File: src/rtl/alu_share_arbiter_pkg.sv
// +----------------------------------------------------------------------+
// | Module  : alu_pkg                                                    |
// | Brief   : Shared widths, opcodes and FSM states for the ALU arbiter. |
// | Revision: 1.0                                                        |
// +----------------------------------------------------------------------+
`default_nettype none

package alu_pkg;
  localparam int OPW  = 4;
  localparam int RESW = 5;
  localparam int OPCW = 3;

  localparam logic [OPCW-1:0] OP_ADD  = 3'd0;
  localparam logic [OPCW-1:0] OP_SUB  = 3'd1;
  localparam logic [OPCW-1:0] OP_AND  = 3'd2;
  localparam logic [OPCW-1:0] OP_OR   = 3'd3;
  localparam logic [OPCW-1:0] OP_NOT  = 3'd4;
  localparam logic [OPCW-1:0] OP_MUL  = 3'd5;
  localparam logic [OPCW-1:0] OP_XOR  = 3'd6;
  localparam logic [OPCW-1:0] OP_XNOR = 3'd7;

  typedef enum logic [1:0] {
    IDLE = 2'd0,
    EXEC = 2'd1,
    RESP = 2'd2
  } state_t;
endpackage

`default_nettype wire

File: src/rtl/alu_share_arbiter_if.sv
// +----------------------------------------------------------------------+
// | Module  : alu_share_arbiter_if                                       |
// | Brief   : Request/response bus between ALU clients and the arbiter.  |
// | Revision: 1.0                                                        |
// +----------------------------------------------------------------------+
`default_nettype none

interface alu_share_arbiter_if #(
  parameter int NREQ = 4,
  parameter int IDW  = 2
);
  import alu_pkg::*;

  logic [NREQ-1:0]      req_valid;
  logic [NREQ-1:0]      req_ready;
  logic [OPW*NREQ-1:0]  req_a;
  logic [OPW*NREQ-1:0]  req_b;
  logic [OPCW*NREQ-1:0] req_op;
  logic                 rsp_valid;
  logic                 rsp_ready;
  logic [RESW-1:0]      rsp_result;
  logic [IDW-1:0]       rsp_id;

  modport master (
    output req_valid, req_a, req_b, req_op, rsp_ready,
    input  req_ready, rsp_valid, rsp_result, rsp_id
  );

  modport slave (
    input  req_valid, req_a, req_b, req_op, rsp_ready,
    output req_ready, rsp_valid, rsp_result, rsp_id
  );
endinterface

`default_nettype wire

File: src/rtl/alu_core.sv
// +----------------------------------------------------------------------+
// | Module  : alu_core                                                   |
// | Brief   : Shared combinational 4-bit, 8-opcode ALU leaf.             |
// | Revision: 1.0                                                        |
// +----------------------------------------------------------------------+
`default_nettype none

module alu_core
  import alu_pkg::*;
(
  input  logic [OPW-1:0]  a,
  input  logic [OPW-1:0]  b,
  input  logic [OPCW-1:0] op,
  output logic [RESW-1:0] y
);
  logic [RESW-1:0] w_a;
  logic [RESW-1:0] w_b;

  assign w_a = {1'b0, a};
  assign w_b = {1'b0, b};

  // Operands are zero-extended first, so NOT/XNOR always set bit 4.
  always_comb begin
    y = '0;
    case (op)
      OP_ADD:  y = w_a + w_b;
      OP_SUB:  y = w_a - w_b;
      OP_AND:  y = w_a & w_b;
      OP_OR:   y = w_a | w_b;
      OP_NOT:  y = ~w_a;
      OP_MUL:  y = w_a * w_b;
      OP_XOR:  y = w_a ^ w_b;
      OP_XNOR: y = ~(w_a ^ w_b);
      default: y = '0;
    endcase
  end
endmodule

`default_nettype wire

File: src/rtl/alu_share_arbiter_rr_arbiter.sv
// +----------------------------------------------------------------------+
// | Module  : rr_arbiter                                                 |
// | Brief   : Combinational round-robin pick starting at ptr, with wrap. |
// | Revision: 1.0                                                        |
// +----------------------------------------------------------------------+
`default_nettype none

module rr_arbiter #(
  parameter int NREQ = 4,
  parameter int IDW  = 2
) (
  input  logic [NREQ-1:0] req,
  input  logic [IDW-1:0]  ptr,
  output logic [NREQ-1:0] gnt,
  output logic [IDW-1:0]  idx,
  output logic            any
);
  function automatic logic [IDW-1:0] wrap_idx(input logic [IDW-1:0] p, input int k);
    int s;
    s = int'(p) + k;
    if (s >= NREQ) s = s - NREQ;
    return IDW'(s);
  endfunction

  // Scan farthest-first so the candidate closest to ptr is written last and wins.
  always_comb begin
    gnt = '0;
    idx = '0;
    any = |req;
    for (int k = NREQ - 1; k >= 0; k--) begin
      if (req[wrap_idx(ptr, k)]) begin
        gnt                  = '0;
        gnt[wrap_idx(ptr, k)] = 1'b1;
        idx                  = wrap_idx(ptr, k);
      end
    end
  end
endmodule

`default_nettype wire

File: src/rtl/alu_share_arbiter.sv
// +----------------------------------------------------------------------+
// | Module  : alu_share_arbiter                                          |
// | Brief   : Round-robin sharing of one ALU among NREQ requesters.      |
// |           Optional perf counters when ALU_ARB_PERF_EN is defined.    |
// | Revision: 1.0                                                        |
// +----------------------------------------------------------------------+
`default_nettype none

module alu_share_arbiter
  import alu_pkg::*;
#(
  parameter int NREQ = 4,
  parameter int IDW  = 2
) (
  input  logic                clk,
  input  logic                rst_n,
  alu_share_arbiter_if.slave  bus,
  output logic                busy
`ifdef ALU_ARB_PERF_EN
  ,
  output logic [15:0]         perf_ops,
  output logic [15:0]         perf_stall
`endif
);
  state_t          r_state;
  logic [IDW-1:0]  r_ptr;
  logic [IDW-1:0]  r_gid;
  logic [OPW-1:0]  r_a;
  logic [OPW-1:0]  r_b;
  logic [OPCW-1:0] r_op;
  logic [RESW-1:0] r_result;
  logic [IDW-1:0]  r_rsp_id;
  logic            r_rsp_valid;

  logic [NREQ-1:0] w_gnt;
  logic [IDW-1:0]  w_idx;
  logic            w_any;
  logic [RESW-1:0] w_alu;

  rr_arbiter #(.NREQ(NREQ), .IDW(IDW)) u_arb (
    .req (bus.req_valid),
    .ptr (r_ptr),
    .gnt (w_gnt),
    .idx (w_idx),
    .any (w_any)
  );

  alu_core u_alu (
    .a  (r_a),
    .b  (r_b),
    .op (r_op),
    .y  (w_alu)
  );

  // Grant is combinational in IDLE and held off while reset is asserted.
  assign bus.req_ready  = (r_state == IDLE && rst_n) ? w_gnt : '0;
  assign bus.rsp_valid  = r_rsp_valid;
  assign bus.rsp_result = r_result;
  assign bus.rsp_id     = r_rsp_id;
  assign busy           = (r_state != IDLE);

  always_ff @(posedge clk or negedge rst_n) begin
    if (!rst_n) begin
      r_state     <= IDLE;
      r_ptr       <= '0;
      r_gid       <= '0;
      r_a         <= '0;
      r_b         <= '0;
      r_op        <= '0;
      r_result    <= '0;
      r_rsp_id    <= '0;
      r_rsp_valid <= 1'b0;
    end else begin
      case (r_state)
        IDLE: begin
          if (w_any) begin
            r_a     <= bus.req_a[w_idx*OPW +: OPW];
            r_b     <= bus.req_b[w_idx*OPW +: OPW];
            r_op    <= bus.req_op[w_idx*OPCW +: OPCW];
            r_gid   <= w_idx;
            r_state <= EXEC;
          end
        end
        EXEC: begin
          r_result    <= w_alu;
          r_rsp_id    <= r_gid;
          r_rsp_valid <= 1'b1;
          r_state     <= RESP;
        end
        RESP: begin
          if (bus.rsp_ready) begin
            r_rsp_valid <= 1'b0;
            r_ptr       <= (r_gid == IDW'(NREQ - 1)) ? '0 : r_gid + 1'b1;
            r_state     <= IDLE;
          end
        end
        default: r_state <= IDLE;
      endcase
    end
  end

`ifdef ALU_ARB_PERF_EN
  logic [15:0] r_perf_ops;
  logic [15:0] r_perf_stall;

  always_ff @(posedge clk or negedge rst_n) begin
    if (!rst_n) begin
      r_perf_ops   <= '0;
      r_perf_stall <= '0;
    end else begin
      if (r_state == RESP && bus.rsp_ready && r_perf_ops != 16'hFFFF)
        r_perf_ops <= r_perf_ops + 16'd1;
      if (r_rsp_valid && !bus.rsp_ready && r_perf_stall != 16'hFFFF)
        r_perf_stall <= r_perf_stall + 16'd1;
    end
  end

  assign perf_ops   = r_perf_ops;
  assign perf_stall = r_perf_stall;
`endif
endmodule

`default_nettype wire

File: src/flat_wrapper.sv
// flat-port wrapper written by rule: the top's interface ports become plain ports
module alu_share_arbiter_flat import alu_pkg::*;
#(
  parameter int NREQ = 4,
  parameter int IDW  = 2
)
  (clk, rst_n, busy, bus_req_valid, bus_req_a, bus_req_b, bus_req_op, bus_rsp_ready, bus_req_ready, bus_rsp_valid, bus_rsp_result, bus_rsp_id);
  alu_share_arbiter_if #(.NREQ(NREQ), .IDW(IDW)) bus_i ();
  input  logic clk;
  input  logic rst_n;
  output logic busy;
  input wire logic [$bits(bus_i.req_valid)-1:0] bus_req_valid;
  input wire logic [$bits(bus_i.req_a)-1:0] bus_req_a;
  input wire logic [$bits(bus_i.req_b)-1:0] bus_req_b;
  input wire logic [$bits(bus_i.req_op)-1:0] bus_req_op;
  input wire logic [$bits(bus_i.rsp_ready)-1:0] bus_rsp_ready;
  output wire logic [$bits(bus_i.req_ready)-1:0] bus_req_ready;
  output wire logic [$bits(bus_i.rsp_valid)-1:0] bus_rsp_valid;
  output wire logic [$bits(bus_i.rsp_result)-1:0] bus_rsp_result;
  output wire logic [$bits(bus_i.rsp_id)-1:0] bus_rsp_id;
  assign bus_i.req_valid = bus_req_valid;
  assign bus_i.req_a = bus_req_a;
  assign bus_i.req_b = bus_req_b;
  assign bus_i.req_op = bus_req_op;
  assign bus_i.rsp_ready = bus_rsp_ready;
  assign bus_req_ready = bus_i.req_ready;
  assign bus_rsp_valid = bus_i.rsp_valid;
  assign bus_rsp_result = bus_i.rsp_result;
  assign bus_rsp_id = bus_i.rsp_id;
  alu_share_arbiter #(.NREQ(NREQ), .IDW(IDW)) u_core (.clk(clk), .rst_n(rst_n), .bus(bus_i), .busy(busy));
endmodule
File: config.mk
export PLATFORM = sky130hd
export DESIGN_NAME = alu_share_arbiter_flat
export DESIGN_NICKNAME = d
export VERILOG_FILES = /design/src/rtl/alu_share_arbiter_pkg.sv /design/src/rtl/alu_share_arbiter_if.sv /design/src/rtl/alu_core.sv /design/src/rtl/alu_share_arbiter_rr_arbiter.sv /design/src/rtl/alu_share_arbiter.sv /design/src/flat_wrapper.sv
export SDC_FILE = /design/constraint.sdc
export NUM_CORES = 1
export LEC_CHECK = 0
export BUFFER_PORTS_ARGS = -buffer_cell sky130_fd_sc_hd__buf_2
export CAP_MARGIN = 20
export CORE_AREA = 2 2 58 87
export CTS_BUF_LIST = sky130_fd_sc_hd__clkbuf_8
export CTS_CLUSTER_SIZE = 24
export DETAILED_ROUTE_END_ITERATION = 6
export DIE_AREA = 0 0 60 89
export GPL_TIMING_DRIVEN = 0
export PLACE_DENSITY = 0.89
export SYNTH_ARGS = -nofsm -noshare
export SYNTH_HDL_FRONTEND = slang
export SYNTH_SLANG_ARGS = --single-unit
File: constraint.sdc
create_clock -name clk -period 5.3 [get_ports clk]
set_input_delay 0.265 -clock clk [delete_from_list [all_inputs] [get_ports clk]]
set_output_delay 0.265 -clock clk [all_outputs]
set_load 0.01 [all_outputs]
# ---- Yosys cells after proc, flatten, opt, wreduce, memory -nomap -nowiden
# Cells that the tools add are included.
dict set report classes {
  mux 40
  add_sub_neg 10
  magnitude_cmp 16
  reduce_logical 14
  shift 3
  multipliers 2
  bitwise 5
  eq_ne 12
}
# cell n
set ops {}
lappend ops {{$pmux W5 S8} 1}
lappend ops {{$shiftx A16 B5 Y4} 2}
lappend ops {{$mux W2} 15}
lappend ops {{$lt A2 B3 Y1 const B} 8}
lappend ops {{$mux W4} 5}
lappend ops {{$eq A3 B3 Y1 const B} 4}
lappend ops {{$shiftx A12 B5 Y3} 1}
lappend ops {{$not A4 Y5} 2}
lappend ops {{$ge A3 B3 Y1 const B} 3}
lappend ops {{$mux W1} 9}
lappend ops {{$bmux W1 S2} 4}
lappend ops {{$demux W1 S2} 4}
lappend ops {{$ge A2 B1 Y1 const B} 4}
lappend ops {{$reduce_and A2 Y1} 4}
lappend ops {{$sub A2 B1 Y2 const B} 4}
lappend ops {{$add A2 B2 Y3 const B} 2}
lappend ops {{$eq A3 B2 Y1 const B} 2}
lappend ops {{$pmux W2 S3} 1}
lappend ops {{$add A4 B4 Y5} 1}
lappend ops {{$logic_and A1 B1 Y1} 5}
lappend ops {{$mul A4 B4 Y5} 1}
lappend ops {{$sub A4 B4 Y5} 1}
lappend ops {{$and A4 B4 Y4} 1}
lappend ops {{$eq A2 B2 Y1 const B} 2}
lappend ops {{other kinds (14)} 16}
dict set report totals {
  wordCells 111
  output_inout_bits 13
  ff_bits 25
  in_bits 51
}

# ---- Logic depth before layout (Yosys ltp)
dict set report depth {
  depth_word 15
  ltp_mapped 13
}

# ---- Hierarchy
# A second synthesis with hierarchy kept.
dict set report unflattened {
  hier_cells 243
  hier_area_um2 2596.2
}
# mod cells_each area_per_inst_um2 seq_area_each_um2 instances
set by_module_without_submodules {}
lappend by_module_without_submodules {alu_share_arbiter 78 1268.7 625.6 1}
lappend by_module_without_submodules {alu_core 103 829.5 0.0 1}
lappend by_module_without_submodules {rr_arbiter 62 498.0 0.0 1}

# ---- Worst setup path before layout
# OpenSTA, ideal clock, no wires.
dict set report synth_path {
  kind {register -> register}
  from {register u_core.r_ptr[0]}
  to {register u_core.r_op[0]}
  path_stages_with_launch 13
  required_ns 5.174
  arrival_ns 3.294
  period_less_slack_ns 3.420
  setup_ns 0.126
  setup_slack_ns 1.880
  cell_sequence {dfrtp_1 -> buf_6 -> clkbuf_1 -> inv_1 -> buf_1 -> ha_1 -> mux4_2 -> nand2b_4 -> and2_4 -> buf_6 -> o21ai_4 -> mux2_4 -> a221o_1}
}
dict set report synth_via {
  elab_chain_len 11
  elab_cells_between_ends 29
  classes_between {7 x add/sub; 1 x mul; 4 x order compare; 1 x shift; 16 x mux}
}
# element line
set synth_rtl {}
lappend synth_rtl {{start: declaration} alu_share_arbiter.sv:26} ;# logic [IDW-1:0] r_ptr;
lappend synth_rtl {{start signal: assignment} alu_share_arbiter.sv:93} ;# r_ptr <= (r_gid == IDW'(NREQ - 1)) ? '0 : r_gid + 1'b1;
lappend synth_rtl {{$add A2 B2 Y3} alu_share_arbiter_rr_arbiter.sv:20} ;# s = int'(p) + k;
lappend synth_rtl {{$ge A3 B3 Y1 / $sub A2 B1 Y2 (equally long branches)} alu_share_arbiter_rr_arbiter.sv:21} ;# if (s >= NREQ) s = s - NREQ;
lappend synth_rtl {{$mux W2} alu_share_arbiter_rr_arbiter.sv:21}
lappend synth_rtl {{$bmux W1 S2} alu_share_arbiter_rr_arbiter.sv:31} ;# if (req[wrap_idx(ptr, k)]) begin
lappend synth_rtl {{$mux W1 (implied by the code)} alu_share_arbiter_rr_arbiter.sv:31}
lappend synth_rtl {{$mux W2 (3 in a row)} alu_share_arbiter_rr_arbiter.sv:31}
lappend synth_rtl {{$mux W2 (*)} alu_share_arbiter_rr_arbiter.sv:31}
lappend synth_rtl {{$mul A2 B2 Y4 (*)} alu_share_arbiter.sv:79} ;# r_op <= bus.req_op[w_idx*OPCW +: OPCW];
lappend synth_rtl {{$shiftx A12 B5 Y3 (*)} alu_share_arbiter.sv:79}
lappend synth_rtl {{end signal: assignment} alu_share_arbiter.sv:79}
lappend synth_rtl {{end: declaration} alu_share_arbiter.sv:30} ;# logic [OPCW-1:0] r_op;
# Every way passes the cells marked *; elsewhere a longest branch is shown, timed or not. The select of a mux whose other input is x is not followed.
# A chain may end at the register's enable or synchronous reset.

# ---- Worst setup path after layout
# Ends and elaborated chain as after synthesis.

==> impl_metrics.toml <==
[setup_path]
worstRegToRegCells = 12
worstSetupPathType = "reg -> reg"
cp_max_fo = 13
setup.worst_path.end = "u_core.r_op[0]"
crit_path_start = "u_core.r_ptr[0]"
worstPathArrival_ns = 4.13
end_kind = "flip-flop"
startpoint_type = "flip-flop"
r2r_end = "u_core.r_op[0]"
r2r_start = "u_core.r_ptr[0]"
crit_required_ns = 5.47
reg2reg_setup_slack_ns = 1.33

[cts]
cts_setup_buffers = 0
numCtsBuffers = 3
clk_latency_ns = 0.27
hold_buffers = 1
clkTransAtPathRegs_ns = 0.09
clock-sinks = 25
clock_path_buffers = 2
cts_resized = 0
tritoncts = "yes"
clockRootBuffer = "clkbuf_8"
htreeDepth = 1

[power]
pwr-share-clk_pct = 5.1
power_w = 0.00224
p_per_area_mw_per_mm2 = 721
pwr-share-seq_pct = 17.1
ir_drop_mv = 0.386
p_leak_nw = 1.43
intPower_w = 0.00113
share_comb_of_total_power_pct = 77.8
power.switching_w = 0.00110
switching_share_pct = 49.3

[drt]
wire_per_inst_microns = 15.6
drc = 0
via_per_inst = 5.91
vias = 2525
ant_nets = 0
drt_wl_total_mm = 6.65
drt_first_pass_iters = 4
drt_iter0_drc = 108

[sta]
final-max-slew-violation-count = 0
hold_viol_final = 0
finalCritPeriodShare_pct = 74.9
setup_ws_ns = 1.33
fmax_ghz = 0.252
setup_tns_ns = 0
clock_skew_ns = 0.00441
whs_ns = 0.187
tightest_slew_ns = 0.671
setup_viol = 0
post-route-min-period_ns = 3.97
max-slew-margin-rel_pct = 55.3
rsz0062_at_grt = "no"

[yosys]
synth_top_cell_by_area = "dfrtp_1"
yosysUniqueCellTypes = 48
async_reset_ff_share_pct = 100
synth.cell_area_sq_mm = 0.00265
yosysWarnings = 0
synthTopCellsByArea = "dfrtp_1 (24%), ha_1 (12%), mux2i_1 (6.4%)"
synth_cells = 295
syn_nets = 375
synth.ff_latch_count = 25
post-synth-top-count-cell = "nand2_1"
yosysSeqAreaShare_pct = 23.6
synth.top_cell.area_share_pct = 23.6
avgSynthCellArea_sq_um = 8.98
synthFlopType = "dfrtp_1"
yosys-top-cells-count = "nand2_1 (28), dfrtp_1 (25), ha_1 (25)"
synth_edf_count = 0

[floorplan]
fp.dieH_microns = 89
dieArea_sq_mm = 0.00534
die_w_microns = 60
core-area_sq_mm = 0.00454
fp-row-count = 30
start_util_pct = 58.3
pin_count = 64

[layout]
fin_nets = 444
final_cells = 427
diodes = 0
drive_gt1_share_pct = 24.2
area_growth_syn_to_layout_pct = 17.0

[placement]
io_buffers = 63
place_inst = 422
gp_congestion = 0.928
hpwl_mm = 5.40
pre_cts_ws_ns = 1.38

[flow_run]
max_cap_viol_count = 0

[run_status]
status = "completed"

[grt]
grt_max_degree = 27
grt_overflow_total = 0
grt_pass1_vias = 2477
grt_usage_pct = 26.9
antenna_found_initial = 0
grt_pass1_wl_mm = 10.9

[min_path]
hold_class = "in -> reg"
whs_path_depth = 2
[cell usage in the layout, fill, tap and decap left out, types with 9 or more instances in the layout]
master    instances
o21ai_0          10
a21oi_1          13
mux2i_1          17
nor3_1            9
inv_1            22
ha_1             25
nor2_1           23
a211oi_1         10
dfrtp_1          25
xnor2_1          10
nand2_1          28
o221ai_1         14
clkbuf_1         11
buf_2            65
[state kept, by name, summed over array words and instances (netlist names)]
register,cells
u_core.bus.rsp_result,5
u_core.r_a,4
u_core.r_b,4
u_core.r_op,3
u_core.bus.rsp_id,2
u_core.r_gid,2
u_core.r_ptr,2
u_core.r_state,2
u_core.bus.rsp_valid,1
[critical path, stage by stage (launching register included)]
cell,delay [ns]
dfrtp_1,0.45
buf_6,0.16
clkbuf_1,0.40
inv_1,0.17
buf_1,0.34
ha_1,0.51
mux4_2,0.35
nand2b_4,0.19
and2_4,0.17
buf_6,0.13
o21ai_4,0.32
mux2_4,0.34
a221o_1,0.31
[layout make-up]
cell class | count | area [sq um]
Buffer | 17 | 97.6
Clock buffer | 3 | 41.3
Clock inverter | 1 | 3.75
Fill cell | 377 | 1440
Inverter | 21 | 78.8
Multi-Input combinational cell | 232 | 1850
Sequential cell | 25 | 626
Tap cell | 64 | 80.1
Timing Repair Buffer | 64 | 325
[how the worst min path moves through the flow]
stage	from	end	slack [ns]
3_3_place_gp	rst_n	u_core.r_a[1]	0.29
5_1_grt	bus_rsp_ready	u_core.r_state[1]	0.20
6_report	bus_rsp_ready	u_core.r_state[1]	0.19
4_1_cts	bus_rsp_ready	u_core.r_state[1]	0.19
2_1_floorplan	rst_n	u_core.bus.rsp_id[0]	-0.03
3_5_place_dp	rst_n	u_core.bus.rsp_result[1]	0.30
[through the flow]
stage          util [%]  instance area, sq um
6_report           68.3                  3100
5_1_grt            68.3                  3100
4_1_cts            68.3                  3100
3_5_place_dp       67.1                  3050
3_3_place_gp       67.1                  3050
2_1_floorplan         -                  2650
[kinds of logic (layout without fill, tap and decap cells)]
logic type      count (synthesis)  count (layout)  synth area share, %
simple gates                   81              81                 14.5
flops                          25              25                 23.6
fa+ha+maj                      29              29                 14.8
compound gates                 80              80                 22.0
xor+xnor                       12              12                 3.97
buf+inv                        38             106                 6.66
mux                            30              30                 14.4
[layer usage]
| metal | vias to the layer above | track usage (%) | share of wire, % |
|---|---|---|---|
| met3 | 17 | 2.46 | 3.8 |
| met5 | - | 0 | 0 |
| met2 | 89 | 51.4 | 56 |
| met1 | 1198 | 28.9 | 38 |
| li1 | 1221 | - | - |
| met4 | 0 | 12.1 | 2.8 |
[power by group through the flow]
stage	combinational [W]	clock [W]	sequential, W
2_1_floorplan	0.00134	0	0.000375
3_3_place_gp	0.00166	0	0.000381
3_5_place_dp	0.00172	0	0.000386
4_1_cts	0.00174	0.000115	0.000383
5_1_grt	0.00192	0.000123	0.000397
6_report	0.00174	0.000113	0.000383
Power figures use the tool's default switching activity.
